[src/rtl/bullet_pool.sv]
// Fixed-size pool of moving bullets: lowest-free-slot spawn, per-tick motion with
// wrap or retire at the coordinate bounds, two combinational read ports, hit clear.
module bullet_pool #(
  parameter int N_BULLETS = 8,
  parameter int COORD_W   = 8,
  parameter int STEP      = 5,
  parameter int LIMIT     = 200,
  parameter int WRAP_VAL  = 1,
  parameter int WRAP_MODE = 1,
  parameter int IDX_W     = $clog2(N_BULLETS)
) (
  input  logic               clk,
  input  logic               rst_n,
  input  logic               tick,
  input  logic               spawn_valid,
  output logic               spawn_ready,
  input  logic [COORD_W-1:0] spawn_x,
  input  logic [COORD_W-1:0] spawn_y,
  input  logic [COORD_W-1:0] spawn_w,
  input  logic [COORD_W-1:0] spawn_h,
  input  logic [1:0]         spawn_color,
  input  logic [1:0]         spawn_dir,
  input  logic [IDX_W-1:0]   rd1_idx,
  input  logic [IDX_W-1:0]   rd2_idx,
  output logic [COORD_W-1:0] rd1_x,
  output logic [COORD_W-1:0] rd1_y,
  output logic [COORD_W-1:0] rd1_w,
  output logic [COORD_W-1:0] rd1_h,
  output logic [1:0]         rd1_color,
  output logic               rd1_active,
  output logic [COORD_W-1:0] rd2_x,
  output logic [COORD_W-1:0] rd2_y,
  output logic [COORD_W-1:0] rd2_w,
  output logic [COORD_W-1:0] rd2_h,
  output logic [1:0]         rd2_color,
  output logic               rd2_active,
  input  logic               hit,
  output logic [IDX_W:0]     active_count
);

  localparam logic [COORD_W:0]   STEP_E  = (COORD_W+1)'(STEP);
  localparam logic [COORD_W:0]   LIMIT_E = (COORD_W+1)'(LIMIT);
  localparam logic [COORD_W-1:0] STEP_C  = COORD_W'(STEP);
  localparam logic [COORD_W-1:0] LIMIT_C = COORD_W'(LIMIT);
  localparam logic [COORD_W-1:0] WRAP_C  = COORD_W'(WRAP_VAL);

  logic [COORD_W-1:0] x_q [N_BULLETS];
  logic [COORD_W-1:0] x_d [N_BULLETS];
  logic [COORD_W-1:0] y_q [N_BULLETS];
  logic [COORD_W-1:0] y_d [N_BULLETS];
  logic [COORD_W-1:0] w_q [N_BULLETS];
  logic [COORD_W-1:0] w_d [N_BULLETS];
  logic [COORD_W-1:0] h_q [N_BULLETS];
  logic [COORD_W-1:0] h_d [N_BULLETS];
  logic [1:0]         color_q [N_BULLETS];
  logic [1:0]         color_d [N_BULLETS];
  logic [1:0]         dir_q [N_BULLETS];
  logic [1:0]         dir_d [N_BULLETS];
  logic [N_BULLETS-1:0] active_q, active_d;
  logic [IDX_W:0]     active_count_q, active_count_d;

  logic               free_found;
  logic [IDX_W-1:0]   spawn_idx;
  logic               spawn_fire;
  logic [COORD_W-1:0] pos, npos;
  logic [COORD_W:0]   sum;
  logic               bnd;

  // Allocation looks only at registered flags, so a slot freed this edge is reusable next cycle.
  always_comb begin
    free_found = 1'b0;
    spawn_idx  = '0;
    for (int unsigned i = 0; i < N_BULLETS; i++) begin
      if (!free_found && !active_q[i]) begin
        free_found = 1'b1;
        spawn_idx  = IDX_W'(i);
      end
    end
  end

  assign spawn_ready = free_found;
  assign spawn_fire  = spawn_valid & free_found;

  always_comb begin
    x_d      = x_q;
    y_d      = y_q;
    w_d      = w_q;
    h_d      = h_q;
    color_d  = color_q;
    dir_d    = dir_q;
    active_d = active_q;
    pos      = '0;
    npos     = '0;
    sum      = '0;
    bnd      = 1'b0;
    for (int unsigned i = 0; i < N_BULLETS; i++) begin
      pos  = dir_q[i][1] ? x_q[i] : y_q[i];
      npos = pos;
      bnd  = 1'b0;
      sum  = {1'b0, pos} + STEP_E;
      if (!dir_q[i][0]) begin
        if (sum > LIMIT_E) bnd = 1'b1;
        else               npos = sum[COORD_W-1:0];
      end else begin
        if ({1'b0, pos} < STEP_E) bnd = 1'b1;
        else                      npos = pos - STEP_C;
      end
      if (bnd) npos = (WRAP_MODE != 0) ? (dir_q[i][0] ? LIMIT_C : WRAP_C) : pos;

      // Spawn targets only an inactive slot; hit outranks tick on an active one.
      if (spawn_fire && spawn_idx == IDX_W'(i)) begin
        x_d[i]      = spawn_x;
        y_d[i]      = spawn_y;
        w_d[i]      = spawn_w;
        h_d[i]      = spawn_h;
        color_d[i]  = spawn_color;
        dir_d[i]    = spawn_dir;
        active_d[i] = 1'b1;
      end else if (hit && rd2_idx == IDX_W'(i)) begin
        active_d[i] = 1'b0;
      end else if (tick && active_q[i]) begin
        if (bnd && WRAP_MODE == 0) active_d[i] = 1'b0;
        if (dir_q[i][1]) x_d[i] = npos;
        else             y_d[i] = npos;
      end
    end
  end

  always_comb begin
    active_count_d = '0;
    for (int unsigned i = 0; i < N_BULLETS; i++) begin
      active_count_d = active_count_d + (IDX_W+1)'(active_d[i]);
    end
  end

  always_ff @(posedge clk or negedge rst_n) begin
    if (!rst_n) begin
      x_q            <= '{default: '0};
      y_q            <= '{default: '0};
      w_q            <= '{default: '0};
      h_q            <= '{default: '0};
      color_q        <= '{default: '0};
      dir_q          <= '{default: '0};
      active_q       <= '0;
      active_count_q <= '0;
    end else begin
      x_q            <= x_d;
      y_q            <= y_d;
      w_q            <= w_d;
      h_q            <= h_d;
      color_q        <= color_d;
      dir_q          <= dir_d;
      active_q       <= active_d;
      active_count_q <= active_count_d;
    end
  end

  assign active_count = active_count_q;

  always_comb begin
    rd1_x = '0; rd1_y = '0; rd1_w = '0; rd1_h = '0; rd1_color = '0; rd1_active = 1'b0;
    rd2_x = '0; rd2_y = '0; rd2_w = '0; rd2_h = '0; rd2_color = '0; rd2_active = 1'b0;
    if (int'(rd1_idx) < N_BULLETS) begin
      rd1_x      = x_q[rd1_idx];
      rd1_y      = y_q[rd1_idx];
      rd1_w      = w_q[rd1_idx];
      rd1_h      = h_q[rd1_idx];
      rd1_color  = color_q[rd1_idx];
      rd1_active = active_q[rd1_idx];
    end
    if (int'(rd2_idx) < N_BULLETS) begin
      rd2_x      = x_q[rd2_idx];
      rd2_y      = y_q[rd2_idx];
      rd2_w      = w_q[rd2_idx];
      rd2_h      = h_q[rd2_idx];
      rd2_color  = color_q[rd2_idx];
      rd2_active = active_q[rd2_idx];
    end
  end

endmodule
[config.mk]
export PLATFORM = sky130hd
export DESIGN_NAME = bullet_pool
export DESIGN_NICKNAME = d
export VERILOG_FILES = /design/src/rtl/bullet_pool.sv
export SDC_FILE = /design/constraint.sdc
export NUM_CORES = 1
export LEC_CHECK = 0
export ABC_CLOCK_PERIOD_IN_PS = 8600
export BUFFER_PORTS_ARGS = -buffer_cell sky130_fd_sc_hd__buf_2
export CELL_PAD_IN_SITES_DETAIL_PLACEMENT = 2
export CELL_PAD_IN_SITES_GLOBAL_PLACEMENT = 2
export CORE_MARGIN = 2
export CORE_UTILIZATION = 40
export CTS_CLUSTER_SIZE = 14
export DETAILED_ROUTE_END_ITERATION = 10
export PLACE_DENSITY_LB_ADDON = 0.1
export SLEW_MARGIN = 15
export SYNTH_ARGS = -nofsm -noshare
export SYNTH_HDL_FRONTEND = slang
export SYNTH_SLANG_ARGS = --single-unit
export TNS_END_PERCENT = 5
[constraint.sdc]
create_clock -name clk -period 8.6 [get_ports clk]
set_input_delay 0.86 -clock clk [delete_from_list [all_inputs] [get_ports clk]]
set_output_delay 0.86 -clock clk [all_outputs]
set_load 0.005 [all_outputs]
==> results.txt <==
CP max stage cell: buf_4
post-route ant nets: 0
top-count cell post-synth: nand2_1
initial antenna violation count: 7
Design Area, Final: 24310 µm²
Post-Syn Nets: 2454
final WL: 93570 µm
DR vias: 20288
Worst VDD drop: 180.6 µV
CTS tree: built
outcome: complete, no violations
Core Region: 54030 µm²
gr usage total: 0.3338
period utilization: 0.4894
Distinct cells, synth: 86
worst path arrival time: 3.35 ns
Num CTS Buffers: 39
multi-input logic area: 13560 µm²
critical path cell sequence: buf_4 > buf_4 > mux4_2 > mux2_2 > buf_2
ys flop type: dfrtp_1
WL/cell: 30.02 µm
first drt pass iteration count: 5
Setup Buffers After CTS: 0
Cell Area, Synth: 21910 µm²
number of synthesized flops with an enable pin: 0
height of the die: 238.0 µm
PwrDens: 434.5 nW/µm²
total die area: 56670 µm²
Storage cell area: 7507 µm²
Synth area leader: dfrtp_1
Synth top area share: 0.3426
Final Hold Viols: 0
clock tree buffer depth: 3
crit path buf inv count: 3
Clock Latency Late Sink: 0.57 ns
vias per inst: 6.509
Power, Total: 10560 µW
largest net degree at the start of global routing: 89
worst-margin pin slew: 1.289 ns
1st-iter DRT viols: 1546
row cnt: 85
PortBufs: 121
crit-path max cell delay: 0.73 ns
final number of max-transition violations: 0
asr flop ratio synth: 1.000
cts hold-fix bufs: 0
Final Skew: 0.02547 ns
Reg clk slew, reported paths: 0.06 ns
Max Cap Viol: 0
total global routing overflow: 0
Tmin final: 4.209 ns
H-tree levels: 2
Ports: 122
Critical Path RT: 7.74 ns
post-synthesis cell count: 2376
Critical Path Start Type: primary input
Adder-Cell Fraction of Synth Area: 0.01907
Final #Nets: 2470
Compound-Gate Fraction of Synth Area: 0.1558
ranking of synthesized cells by area: dfrtp_1, mux4_2, nand2_1
Synth Area in Simple Gates: 0.1843
setup_tns: 0 ns
HPWL Detailed: 64340 µm
global-route wire length before repair: 143000 µm
largest family of logic cells by synthesized area: multiplexers
endpoints failing setup: 0
share of cells above drive strength 1: 0.2151
Crit path top cell by count: buf_4
vias in the first global route: 22148
CTS-repair resized insts: 0
Layout fillers: 5795
clk root buf: clkbuf_16
Area growth syn-to-layout: 10.96%
proportion of synthesized area in mux cells: 0.2368
post-synthesis xor/xnor area fraction: 0.02039
delay-heaviest family, CP: buffers and inverters
Crit Path Max Fanout: 39
min-delay worst type: in -> async
Die Width: 238.0 µm
dpl cell area: 22960 µm²
Clock Sinks: 300
Fmax: 0.2376 GHz
Synth Warn #: 0
top post-synthesis cells by count: nand2_1, dfrtp_1, o21ai_0
DRC: 0
Initial Utilization: 0.4056
FF+latch count, synth: 300
Setup crit end kind: primary output
unrepaired setup endpoints after global routing: false
GPL Wtd Cong: 0.9755
register area share after synthesis: 0.3426
syn_area_per_cell: 9.222 µm²
Crit Path Category: in -> out
leak pwr: 0.01070 µW
relative slew slack: 0.1407
==> worst paths after layout <==
kind / from / endpoint / slack [ns] / cells past startpoint
max: rd1_idx[0] / rd1_y[1] / 4.39 / 5
min reg2reg: h_q[8]$_DFFE_PN0P_ / h_q[8]$_DFFE_PN0P_ / 0.50 / 2
max in group asynchronous: rst_n / x_q[27]$_DFFE_PN0P_ / 6.40 / 3
max reg2reg: active_q[2]$_DFF_PN0_ / active_count[2]$_DFF_PN0_ / 4.42 / 13
min in group clk: h_q[8]$_DFFE_PN0P_ / h_q[8]$_DFFE_PN0P_ / 0.50 / 2
min: rst_n / w_q[3]$_DFFE_PN0P_ / 0.27 / 1
==> cells in the final DEF, fill, tap and decap left out, types with 31 or more instances in the layout <==
cell type  netlist  layout
o21ai_0        152     152
dfrtp_1        300     300
clkbuf_16        0      40
mux2_2         116     116
nand2_1        545     545
xnor2_1         31      31
mux4_2         140     140
a21oi_1        115     115
nand3_1         49      49
inv_1           46      46
nor2_1         129     126
nor3_1          40      39
buf_2           17     116
buf_4            4      34
a22oi_1         49      49
mux2i_1         62      62
==> metal layers <==
metal	global-route usage	routed length, µm	vias up	part of all wire
met5	0	32	-	0.00034
met1	0.4382	39620	10699	0.42
li1	-	-	8655	-
met2	0.5617	45090	744	0.48
met4	0.1085	3111	6	0.033
met3	0.05750	5712	184	0.061
==> cells by family (layout without fill, tap and decap cells) <==
logic type | count (synthesis) | in the layout
multiplexers | 325 | 325
XOR/XNOR | 51 | 51
other | 0 | 3
buffers and inverters | 222 | 264
flip-flops | 300 | 300
adder cells (fa/ha/maj) | 31 | 31
AO/OA/AOI/OAI | 523 | 523
AND/OR/NAND/NOR | 924 | 924
==> through the flow <==
step             util  cells  worst slack (ns)  hold WS [ns]
2_1_floorplan       -   2376             4.490        0.4576
4_1_cts        0.4499   3114             4.367        0.3096
6_report       0.4500   3117             4.391        0.2705
5_1_grt        0.4499   3114             4.121        0.3200
3_5_place_dp   0.4250   3047             3.863        0.4861
3_3_place_gp   0.4250   3047             3.942        0.4701
==> state kept, by name (all words and copies together) (netlist names) <==
| name | flops |
|---|---|
| active_count | 4 |
| active_q | 8 |
| color_q | 16 |
| dir_q | 16 |
| h_q | 64 |
| w_q | 64 |
| x_q | 64 |
| y_q | 64 |
==> power by group <==
part           leakage (µW)  switching [µW]  internal [µW]
combinational       0.00624            3340           2380
clock              0.000665             680           1060
sequential          0.00379            1070           2030
total                0.0107            5090           5480
==> layout make-up <==
class                           instances  share of cell area
Antenna cell                            3           0.0003088
Timing Repair Buffer                  151             0.03500
Clock buffer                           56             0.04817
Sequential cell                       300              0.3088
Clock inverter                         11            0.006999
Inverter                               46            0.007102
Tap cell                              696             0.03582
Multi-Input combinational cell       1854              0.5578
Power figures use the tool's default switching activity.
